<file path="src/rtl/cpu_pkg.sv">
// ============================================================================
// Module  : cpu_pkg
// Purpose : Shared opcode, sequencer-state and write-select types for the CPU.
// Rev     : 1.0 - initial release
// ============================================================================
`default_nettype none

package cpu_pkg;

    localparam int INSTR_BYTES = 2;

    typedef enum logic [3:0] {
        OP_NOP = 4'h0,
        OP_LDI = 4'h1,
        OP_LD  = 4'h2,
        OP_ST  = 4'h3,
        OP_JMP = 4'h4,
        OP_ALU = 4'h8,
        OP_HLT = 4'hF
    } op_e;

    typedef enum logic [2:0] {
        S_FETCH  = 3'd0,
        S_DECODE = 3'd1,
        S_EXEC   = 3'd2,
        S_MEM    = 3'd3,
        S_WB     = 3'd4,
        S_HALT   = 3'd5
    } seq_state_e;

    typedef enum logic [1:0] {
        WSEL_IMM = 2'd0,
        WSEL_MEM = 2'd1,
        WSEL_ALU = 2'd2
    } wsel_e;

    function automatic logic op_is_legal(input logic [3:0] op);
        case (op)
            4'h0, 4'h1, 4'h2, 4'h3, 4'h4, 4'h8, 4'hF: op_is_legal = 1'b1;
            default:                                 op_is_legal = 1'b0;
        endcase
    endfunction

endpackage

`default_nettype wire

</file>
<file path="src/rtl/instr_decoder.sv">
// ============================================================================
// Module  : instr_decoder
// Purpose : Combinational split of the 16-bit IR into op class and fields.
//           Optional ILLEGAL_TRAP_EN exposes the illegal-opcode flag.
// Rev     : 1.0 - initial release
// ============================================================================
`default_nettype none

module instr_decoder
    import cpu_pkg::*;
(
    input  logic [15:0] i_ir,
    output op_e         o_op,
    output logic [3:0]  o_r,
    output logic [3:0]  o_rb,
    output logic [3:0]  o_rdst,
    output logic [7:0]  o_imm
`ifdef ILLEGAL_TRAP_EN
    ,
    output logic        o_illegal
`endif
);

    logic w_legal;

    assign w_legal = op_is_legal(i_ir[15:12]);
    // Unknown opcodes collapse to NOP so the sequencer never sees them.
    assign o_op    = w_legal ? op_e'(i_ir[15:12]) : OP_NOP;
    assign o_r     = i_ir[11:8];
    assign o_imm   = i_ir[7:0];
    assign o_rb    = i_ir[7:4];
    assign o_rdst  = i_ir[3:0];

`ifdef ILLEGAL_TRAP_EN
    assign o_illegal = ~w_legal;
`endif

endmodule

`default_nettype wire

</file>
<file path="src/rtl/fetch_sequencer.sv">
// ============================================================================
// Module  : fetch_sequencer
// Purpose : Multi-cycle fetch/decode/execute control sequencer for the 8-bit
//           CPU. Optional ILLEGAL_TRAP_EN halts on illegal ops (sticky flag).
// Rev     : 1.0 - initial release
// ============================================================================
`default_nettype none

module fetch_sequencer
    import cpu_pkg::*;
#(
    parameter logic [7:0] RESET_PC = 8'h00,
    parameter int         PC_STEP  = INSTR_BYTES
) (
    input  logic       clk,
    input  logic       reset,
    input  logic [7:0] rom_data1,
    input  logic [7:0] rom_data2,
    input  logic       mem_ready,
    output logic [7:0] rom_address,
    output logic [7:0] opcode1,
    output logic [7:0] opcode2,
    output logic       reg_we,
    output logic [3:0] reg_waddr,
    output logic [1:0] reg_wsel,
    output logic       alu_en,
    output logic [3:0] alu_ra,
    output logic [3:0] alu_rb,
    output logic       mem_re,
    output logic       mem_we,
    output logic [7:0] mem_addr,
    output logic       instr_done,
    output logic       halted
`ifdef ILLEGAL_TRAP_EN
    ,
    output logic       illegal
`endif
);

    seq_state_e r_state, w_state_nxt;
    logic [7:0]  r_pc, w_pc_nxt;
    logic [15:0] r_ir, w_ir_nxt;
    logic        r_reg_we, w_reg_we;
    logic [3:0]  r_reg_waddr, w_reg_waddr;
    wsel_e       r_reg_wsel, w_reg_wsel;
    logic        r_alu_en, w_alu_en;
    logic [3:0]  r_alu_ra, w_alu_ra;
    logic [3:0]  r_alu_rb, w_alu_rb;
    logic        r_mem_re, w_mem_re;
    logic        r_mem_we, w_mem_we;
    logic [7:0]  r_mem_addr, w_mem_addr;
    logic        r_halted, w_halted;
    logic        w_done;

    op_e        w_op;
    logic [3:0] w_r, w_rb, w_rdst;
    logic [7:0] w_imm;

`ifdef ILLEGAL_TRAP_EN
    logic w_illegal, w_illegal_set, r_illegal;
`endif

    instr_decoder u_dec (
        .i_ir      (r_ir),
        .o_op      (w_op),
        .o_r       (w_r),
        .o_rb      (w_rb),
        .o_rdst    (w_rdst),
        .o_imm     (w_imm)
`ifdef ILLEGAL_TRAP_EN
        ,
        .o_illegal (w_illegal)
`endif
    );

    // Strobe registers are loaded with the values of the state being entered.
    always_comb begin
        w_state_nxt = r_state;
        w_pc_nxt    = r_pc;
        w_ir_nxt    = r_ir;
        w_reg_we    = 1'b0;
        w_reg_waddr = 4'h0;
        w_reg_wsel  = WSEL_IMM;
        w_alu_en    = 1'b0;
        w_alu_ra    = 4'h0;
        w_alu_rb    = 4'h0;
        w_mem_re    = 1'b0;
        w_mem_we    = 1'b0;
        w_mem_addr  = 8'h00;
        w_halted    = 1'b0;
        w_done      = 1'b0;
`ifdef ILLEGAL_TRAP_EN
        w_illegal_set = 1'b0;
`endif
        case (r_state)
            S_FETCH: begin
                w_ir_nxt    = {rom_data1, rom_data2};
                w_pc_nxt    = r_pc + 8'(PC_STEP);
                w_state_nxt = S_DECODE;
            end
            S_DECODE: begin
                case (w_op)
                    OP_LDI: begin
                        w_state_nxt = S_WB;
                        w_reg_we    = 1'b1;
                        w_reg_waddr = w_r;
                        w_reg_wsel  = WSEL_IMM;
                    end
                    OP_LD: begin
                        w_state_nxt = S_MEM;
                        w_mem_re    = 1'b1;
                        w_mem_addr  = w_imm;
                    end
                    OP_ST: begin
                        w_state_nxt = S_MEM;
                        w_mem_we    = 1'b1;
                        w_mem_addr  = w_imm;
                        w_reg_waddr = w_r;
                    end
                    OP_ALU: begin
                        w_state_nxt = S_EXEC;
                        w_alu_en    = 1'b1;
                        w_alu_ra    = w_r;
                        w_alu_rb    = w_rb;
                    end
                    OP_JMP: begin
                        w_state_nxt = S_FETCH;
                        w_pc_nxt    = w_imm;
                        w_done      = 1'b1;
                    end
                    OP_HLT: begin
                        w_state_nxt = S_HALT;
                        w_halted    = 1'b1;
                    end
                    default: begin
`ifdef ILLEGAL_TRAP_EN
                        if (w_illegal) begin
                            w_state_nxt   = S_HALT;
                            w_halted      = 1'b1;
                            w_illegal_set = 1'b1;
                        end else
`endif
                        begin
                            w_state_nxt = S_FETCH;
                            w_done      = 1'b1;
                        end
                    end
                endcase
            end
            S_EXEC: begin
                w_state_nxt = S_WB;
                w_reg_we    = 1'b1;
                w_reg_waddr = w_rdst;
                w_reg_wsel  = WSEL_ALU;
            end
            S_MEM: begin
                if (mem_ready && (w_op == OP_LD)) begin
                    w_state_nxt = S_WB;
                    w_reg_we    = 1'b1;
                    w_reg_waddr = w_r;
                    w_reg_wsel  = WSEL_MEM;
                end else if (mem_ready) begin
                    w_state_nxt = S_FETCH;
                    w_done      = 1'b1;
                end else begin
                    w_mem_re    = (w_op == OP_LD);
                    w_mem_we    = (w_op == OP_ST);
                    w_mem_addr  = w_imm;
                    w_reg_waddr = (w_op == OP_ST) ? w_r : 4'h0;
                end
            end
            S_WB: begin
                w_state_nxt = S_FETCH;
                w_done      = 1'b1;
            end
            S_HALT: begin
                w_halted = 1'b1;
            end
            default: begin
                w_state_nxt = S_FETCH;
            end
        endcase
    end

    always_ff @(posedge clk or negedge reset) begin
        if (!reset) begin
            r_state     <= S_FETCH;
            r_pc        <= RESET_PC;
            r_ir        <= 16'h0000;
            r_reg_we    <= 1'b0;
            r_reg_waddr <= 4'h0;
            r_reg_wsel  <= WSEL_IMM;
            r_alu_en    <= 1'b0;
            r_alu_ra    <= 4'h0;
            r_alu_rb    <= 4'h0;
            r_mem_re    <= 1'b0;
            r_mem_we    <= 1'b0;
            r_mem_addr  <= 8'h00;
            r_halted    <= 1'b0;
        end else begin
            r_state     <= w_state_nxt;
            r_pc        <= w_pc_nxt;
            r_ir        <= w_ir_nxt;
            r_reg_we    <= w_reg_we;
            r_reg_waddr <= w_reg_waddr;
            r_reg_wsel  <= w_reg_wsel;
            r_alu_en    <= w_alu_en;
            r_alu_ra    <= w_alu_ra;
            r_alu_rb    <= w_alu_rb;
            r_mem_re    <= w_mem_re;
            r_mem_we    <= w_mem_we;
            r_mem_addr  <= w_mem_addr;
            r_halted    <= w_halted;
        end
    end

`ifdef ILLEGAL_TRAP_EN
    always_ff @(posedge clk or negedge reset) begin
        if (!reset) begin
            r_illegal <= 1'b0;
        end else begin
            r_illegal <= r_illegal | w_illegal_set;
        end
    end
    assign illegal = r_illegal;
`endif

    assign rom_address = r_pc;
    assign opcode1     = r_ir[15:8];
    assign opcode2     = r_ir[7:0];
    assign reg_we      = r_reg_we;
    assign reg_waddr   = r_reg_waddr;
    assign reg_wsel    = r_reg_wsel;
    assign alu_en      = r_alu_en;
    assign alu_ra      = r_alu_ra;
    assign alu_rb      = r_alu_rb;
    assign mem_re      = r_mem_re;
    assign mem_we      = r_mem_we;
    assign mem_addr    = r_mem_addr;
    assign halted      = r_halted;
    // Completion depends on mem_ready in MEM, so it cannot be pre-registered.
    assign instr_done  = w_done;

endmodule

`default_nettype wire

</file>
<file path="config.mk">
export PLATFORM = sky130hd
export DESIGN_NAME = fetch_sequencer
export DESIGN_NICKNAME = d
export VERILOG_FILES = /design/src/rtl/cpu_pkg.sv /design/src/rtl/instr_decoder.sv /design/src/rtl/fetch_sequencer.sv
export SDC_FILE = /design/constraint.sdc
export NUM_CORES = 1
export LEC_CHECK = 0
export ABC_AREA = 1
export CAP_MARGIN = 20
export CORE_MARGIN = 3
export CORE_UTILIZATION = 29
export DETAILED_ROUTE_END_ITERATION = 6
export HOLD_SLACK_MARGIN = 0.05
export PLACE_DENSITY = 0.63
export SLEW_MARGIN = 10
export SYNTH_ARGS = -nofsm -noshare
export SYNTH_HDL_FRONTEND = slang
export SYNTH_HIERARCHICAL = 1
export SYNTH_SLANG_ARGS = --single-unit
</file>
<file path="constraint.sdc">
create_clock -name clk -period 2.8 [get_ports clk]
set_input_delay 0.7 -clock clk [delete_from_list [all_inputs] [get_ports clk]]
set_output_delay 0.7 -clock clk [all_outputs]
set_load 0.01 [all_outputs]
</file>
==> results.md, run 1 <==
* FILL cells at approximately 870
* Setup WS pre-CTS at around 0.053 ns
* FF-to-FF Start: r_ir[14]
* Capture point of the worst reg-to-reg path: rom_address[7]
* Gr usage total at 0.129
* M1 GR Usage at 0.164
* Met3 Use GR at 0.0224
* Hold Buf Count CTS at 0
* Wire per inst at ~13 um
* Mapped Cells at around 300
* Site row count at 33
* Crit share post-route at 0.911
* Netlist Area Pre-Place at ~2500 um^2
* Fin. Hold Viols at 0
* Worst Min Path Start: rom_address[0]
* Crit path launch: r_ir[14]
* EDFF count, synth at 0
* Type of origin of the critical path: flop
* GRT overflow at 0
* Max clock buf depth at 2
* WL final at 6080 um
* Top FF cell, synth: dfrtp_1
* Tightest Pin Transition at 0.699 ns
* Seq/Total Area, Yosys at 0.535
* Busiest layer in global routing: met2
* VDD IR max at 0.453 mV
* Latest clock arrival within the worst-skew pair at about 0.31 ns
* DR vias at 2077
* HPWL after DPL at 4430 um
* Hold Path Class: reg -> reg
* Core Area at 8340 um^2
* Power Density at 1120 nW/um^2
* Layout area overhead at 31.4%
* Layout Skew at approximately 0.011 ns
* Dpl cell area at approximately 3200 um^2
* Synth warnings at 6
* Setup TNS at 0 ns
* Port bufs at 70
* # nets final at approximately 380
* Final WS setup at 0.250 ns
* Unrepaired setup endpoints after global routing: no
* Leakage at approximately 1.6 nW
* Met2 usage at 0.218
* Final Core Density at 0.398
* Setup CP Type: reg -> out
* Maximum Capacitance Violations at 0
* Post-Syn Nets at 323
* H-tree depth at 2
* Max FO, Critical Path at 4
* Final non-filler cell total at between 400 and 500
* Pre-antenna DRT Iters at 4
* Min Clock Period, post-route at 2.55 ns
* Cells on worst reg2reg path at 13
* Max-slew violations at 0
* Inserted Diodes at 0
* Die height at 99.4 um
* Clock Tree Root: clkbuf_8
* Layout cells sized above 1 at 0.0889
* Initial antenna violation count at 0
* Max frequency at 0.392 GHz
* First-pass GRT wire length at between 10000 and 15000 um
* Critical path arrival at about 1.9 ns
* CTS Buf Count at 5
* Die width at 99.4 um
* Status: complete, no violations
* Ys async rst share at 1.00
* WP data required at 2.10 ns
* Flops & latches, synth at 54
* Largest net degree at the start of global routing at 55
* Distinct cells, synth at 28
* Vias per Instance at about 4.5
* Ports at between 70 and 80
* Routed Antenna Nets at 0
* Drt drc at 0
* Die area at roughly 10000 um^2
* Slew headroom at 0.534
* Crit end category: output port
* CTS sink cnt at 54
* Fin area at ~3300 um^2
* Vias in the first global route at about 2.0k
* CTS tree: done
* DP Cell Count at approximately 450
* Placer Congestion at 0.756
* Starting Density at 0.303
* Initial DRC count at 66
* Reg2reg setup slack at slightly above 1 ns
* CTS clk-pin slew, worst paths at 0.10 ns
* CP endpoint: instr_done
* Setup violators final at 0
* Syn_area_per_cell at between 8 and 9 um^2
-- metal layers --
layer / routed length [um] / share of wire
met5: 0 / 0
met3: 318 / 0.052
met1: 2690 / 0.44
met4: 75 / 0.012
met2: 3000 / 0.49
-- final cells by class --
cell class	count	area [um^2]	share of cell area
multi-input cells	187	863	0.260
repair buffers	76	736	0.222
clock buffers	7	76.3	0.0230
inverters	35	131	0.0396
clock inverters	1	30.0	0.00904
well taps	105	131	0.0396
flip-flops and latches	54	1350	0.407
-- sequential cells by signal (all words and copies together) (netlist names) --
register / cells
r_ir: 16
reg_waddr: 4
reg_we: 1
alu_rb: 4
halted: 1
r_state: 3
reg_wsel: 2
mem_addr: 8
rom_address: 8
mem_re: 1
alu_en: 1
alu_ra: 4
mem_we: 1
-- per-stage QoR --
step	total power, mW	hold slack, ns
after floorplan	2.58	0.404
after global placement	3.14	0.476
after detailed placement	3.19	0.478
after CTS	3.73	0.502
after global routing	4.05	0.534
final	3.71	0.495
-- cell usage in the layout, fill, tap and decap left out, drive strengths merged --
master         Yosys  final
a21oi              6      6
a22oi              1      1
buf               25      7
bufinv             0      1
clkbuf             2      8
clkdlybuf4s50      0     68
dfrtp             54     54
ha                 1      1
inv               35     35
nand2            104    104
nand3             19     19
nand4              5      5
nor2              25     25
nor3               7      7
nor3b              2      2
o211ai             2      2
o21a               1      1
o21ai             12     12
or2                2      2
-- synthesized netlist by cell type (2+ instances only) --
cell      instances  area [um^2]
dfrtp_1          54         1350
buf_4            21          158
or2_2             2         12.5
buf_2             3         15.0
inv_1            34          128
nor3_1            6         30.0
nand2_2           3         18.8
nand4_1           5         31.3
o21ai_1           3         15.0
nand2_1         100          375
nor3b_1           2         15.0
nor2_1           23         86.3
o211ai_1          2         15.0
clkbuf_1          2         7.51
nand3_1          18         90.1
a21oi_1           5         25.0
o21ai_0           9         45.0
-- repair_timing --
| item | CTS | global route |
|---|---|---|
| gates resized for setup | 3 | 6 |
| pin swaps | 0 | 2 |
| buffers inserted | 1 | 3 |
| setup endpoints to repair | 1 | 1 |
-- report_power, final --
part           internal [mW]  switching (mW)
clock                  0.268           0.246
combinational          0.813            1.07
sequential              1.03           0.278
total                   2.11            1.59
-- worst min-delay path by stage --
stage / endpoint / cells past startpoint
4_1_cts: rom_address[0] / 2
6_report: rom_address[0] / 2
5_1_grt: rom_address[0] / 2
3_5_place_dp: rom_address[0] / 2
3_3_place_gp: rom_address[0] / 2
2_1_floorplan: alu_en / 0
-- cell families (layout without fill, tap and decap cells) --
kind of cell / after synthesis / in the layout / synth area share
flip-flops: 54 / 54 / 0.535
buffers and inverters: 62 / 119 / 0.128
AO/OA/AOI/OAI: 22 / 22 / 0.0490
adder cells (fa/ha/maj): 1 / 1 / 0.00495
AND/OR/NAND/NOR: 164 / 164 / 0.284
-- worst max-delay path, cell delays in order, from the launching register on --
cell	delay [ns]
dfrtp_1	0.42
inv_1	0.09
nand2_1	0.08
nand2_1	0.07
o211ai_1	0.10
inv_1	0.10
buf_4	0.14
nand3_1	0.10
nand2_1	0.08
nor2_1	0.10
nand2_1	0.05
nand2_1	0.08
clkbuf_2	0.13
No activity file was read; power rests on OpenSTA's default activity.
==> inputs of run 2 (changes only) <==
--- a/config.mk
+++ b/config.mk
@@ -6,12 +6,13 @@
 export NUM_CORES = 1
 export LEC_CHECK = 0
 export ABC_AREA = 1
-export CAP_MARGIN = 20
+export CAP_MARGIN = 25
 export CORE_MARGIN = 3
 export CORE_UTILIZATION = 29
 export DETAILED_ROUTE_END_ITERATION = 6
 export HOLD_SLACK_MARGIN = 0.05
 export PLACE_DENSITY = 0.63
+export SETUP_SLACK_MARGIN = 0.3
 export SLEW_MARGIN = 10
 export SYNTH_ARGS = -nofsm -noshare
 export SYNTH_HDL_FRONTEND = slang
==> run 2 against run 1 <==
Routed wire length grew 3.2%. Global-route usage grew 0.21 points. Critical path type unchanged. Largest power group unchanged. Power grew 4.1%. Highest routed layer unchanged. Non-clock buffer count grew 5.
==> results.md, run 2 (same netlist as run 1, synthesis figures left out) <==
* # nets final at 384 (was 379)
* Vias per Instance at 4.52 (was 4.47)
* Port bufs at 70 (unchanged)
* Starting Density at 0.303 (unchanged)
* Die area at 9870 um^2 (unchanged)
* DR vias at 2123 (was 2077)
* Layout cells sized above 1 at 0.134 (was 0.0889)
* Hold slack at 0.496 ns (was 0.495 ns)
* Pre-antenna DRT Iters at 4 (unchanged)
* Largest net degree at the start of global routing at 55 (unchanged)
* Max-slew violations at 0 (unchanged)
* P_int at 2.18 mW (was 2.11 mW)
* Largest register FFs at 16 (unchanged)
* H-tree depth at 2 (unchanged)
* Commonest non-fill, non-tap cell in the layout: nand2_1 (unchanged)
* FILL cells at 853 (was 865)
* CTS Buf Count at 5 (unchanged)
* Site row count at 33 (unchanged)
* Crit path buffers/inverters at 1 (was 4)
* Gr usage total at 0.131 (was 0.129)
* Top reg by flops: r_ir (unchanged)
* Leakage at 1.66 nW (was 1.64 nW)
* Unrepaired setup endpoints after global routing: yes (was no)
* Worst stage delay on the critical path at 0.43 ns (was 0.42 ns)
* NetSw at 1.67 mW (was 1.59 mW)
* CTS sink cnt at 54 (unchanged)
* Initial antenna violation count at 0 (unchanged)
* Latest clock arrival within the worst-skew pair at 0.31 ns (about the same)
* Wire per inst at 13.4 um (was 13.1 um)
* CP max stage cell: dfrtp_1 (unchanged)
* Layout area overhead at 34.7% (was 31.4%)
* GRT overflow at 0 (unchanged)
* Combinational fraction of design power at 0.526 (was 0.508)
* Max FO, Critical Path at 4 (unchanged)
* Crit share post-route at 0.926 (was 0.911)
* Initial DRC count at 61 (was 66)
* Inserted Diodes at 0 (unchanged)
* Power Density at 1130 nW/um^2 (was 1120 nW/um^2)
* First-pass GRT wire length at 10200 um (was 10100 um)
* Maximum Capacitance Violations at 0 (unchanged)
* Tightest Pin Transition at 0.693 ns (was 0.699 ns)
* Max frequency at 0.386 GHz (was 0.392 GHz)
* Die height at 99.4 um (unchanged)
* CTS tree: done (unchanged)
* Setup CP Type: reg -> out (unchanged)
* Placer Congestion at 0.756 (unchanged)
* Clock Power Share at 0.135 (was 0.139)
* CTS clk-pin slew, worst paths at 0.10 ns (about the same)
* Type of origin of the critical path: flop (unchanged)
* Routed Antenna Nets at 0 (unchanged)
* Min Clock Period, post-route at 2.59 ns (was 2.55 ns)
* Crit end category: output port (unchanged)
* Setup violators final at 0 (unchanged)
* Critical path arrival at 1.89 ns (was 1.85 ns)
* Crit-path cells: nand4_1 > a21oi_4 > nor2_1 > nand2_1 > nand2_1 > nor2_2 > nand2_1 > nand2_1 > buf_2 (was inv_1 > nand2_1 > nand2_1 > o211ai_1 > inv_1 > buf_4 > nand3_1 > nand2_1 > nor2_1 > nand2_1 > nand2_1 > clkbuf_2)
* Hold Buf Count CTS at 0 (unchanged)
* Commonest cells after routing, fill and taps aside: 96 x nand2_1, 68 x clkdlybuf4s50_1, 52 x dfrtp_1 (was 100 x nand2_1, 68 x clkdlybuf4s50_1, 53 x dfrtp_1)
* Drt drc at 0 (unchanged)
* Setup TNS at 0 ns (unchanged)
* Die width at 99.4 um (unchanged)
* Status: complete, no violations (unchanged)
* Hold Path Class: reg -> reg (unchanged)
* Critical Path Most Common Cell: nand2_1 (unchanged)
* Sw frac at 0.434 (was 0.430)
* Slew headroom at 0.538 (was 0.534)
* Layout Skew at 0.0103 ns (was 0.0109 ns)
* WP data required at 2.10 ns (about the same)
* Clock Tree Root: clkbuf_8 (unchanged)
* Core Area at 8340 um^2 (unchanged)
* Part of the power in registers at 0.339 (was 0.353)
* VDD IR max at 0.489 mV (was 0.453 mV)
* Vias in the first global route at 2096 (was 2027)
* CP top delay family: simple AND/OR/NAND/NOR gates (unchanged)
* WL final at 6280 um (was 6080 um)
* Ports at 71 (unchanged)
* Fin. Hold Viols at 0 (unchanged)
* Max clock buf depth at 2 (unchanged)
* HPWL after DPL at 4430 um (unchanged)
[run 2: worst paths after layout]
kind                                 from             end  slack [ns]  cells after the start
max                              r_ir[14]      instr_done        0.21                      9
max in group asynchronous           reset        r_ir[13]        1.78                      2
min                        rom_address[0]  rom_address[0]        0.50                      2
min in group asynchronous           reset          alu_en        0.52                      2
max reg2reg                      r_ir[14]    reg_waddr[0]        0.78                     11
min reg2reg                rom_address[0]  rom_address[0]        0.50                      2
[run 2: power groups by stage]
| stage | clock network, mW | registers (mW) | logic (mW) |
|---|---|---|---|
| after floorplan | 0 | 1.35 | 1.23 |
| after CTS | 0.537 | 1.31 | 1.95 |
| after global routing | 0.561 | 1.37 | 2.27 |
| final | 0.519 | 1.31 | 2.03 |
| after detailed placement | 0 | 1.33 | 1.86 |
| after global placement | 0 | 1.32 | 1.82 |
[run 2: area by class of cell]
type	instances	area, um^2	area share
Clock buffer	7	76.3	0.0224
Tap cell	105	131	0.0386
Inverter	35	131	0.0386
Sequential cell	54	1350	0.398
Clock inverter	1	30.0	0.00882
Timing Repair Buffer	81	773	0.227
Multi-Input combinational cell	187	908	0.267
[run 2: timing repair]
action | in CTS | in global routing
pin swaps | 4 | 8
setup endpoints to repair | 1 | 1
resized for setup | 11 | 15
buffers inserted | 7 | 2
cloned | 0 | 0
[run 2: per-layer routing]
metal | wire length [um] | vias up | GRT usage
met5 | 0 | - | 0
met4 | 129 | 0 | 0.0567
met3 | 350 | 10 | 0.0224
met2 | 3110 | 72 | 0.221
met1 | 2690 | 996 | 0.165
li1 | - | 1045 | -
[run 2: worst register-to-register path, stage by stage, from the launching register on]
cell     delay [ns]
dfrtp_1        0.43
nand4_1        0.25
a21oi_4        0.23
inv_1          0.08
nand2_1        0.18
nor2_4         0.06
buf_4          0.13
buf_4          0.12
nand2_1        0.08
nand3_1        0.20
nand2_1        0.12
nand2_1        0.05
[run 2: per-stage QoR]
step / utilization / std cells / total power [mW] / cell area (um^2) / setup WS [ns]
after global placement: 0.381 / 453 / 3.14 / 3180 / 0.0480
after CTS: 0.401 / 468 / 3.80 / 3340 / 0.303
after floorplan: - / 303 / 2.58 / 2530 / 0.768
after detailed placement: 0.381 / 453 / 3.19 / 3180 / 0.0525
after global routing: 0.408 / 470 / 4.20 / 3400 / 0.0526
final: 0.408 / 470 / 3.86 / 3400 / 0.207
==> inputs of run 3 (changes only) <==
--- a/config.mk
+++ b/config.mk
@@ -13,7 +13,6 @@
 export HOLD_SLACK_MARGIN = 0.05
 export PLACE_DENSITY = 0.63
 export SETUP_SLACK_MARGIN = 0.3
-export SLEW_MARGIN = 10
 export SYNTH_ARGS = -nofsm -noshare
 export SYNTH_HDL_FRONTEND = slang
 export SYNTH_HIERARCHICAL = 1
==> results of run 3 <==
The final DEF is identical to that of run 2; final timing and power are the same.
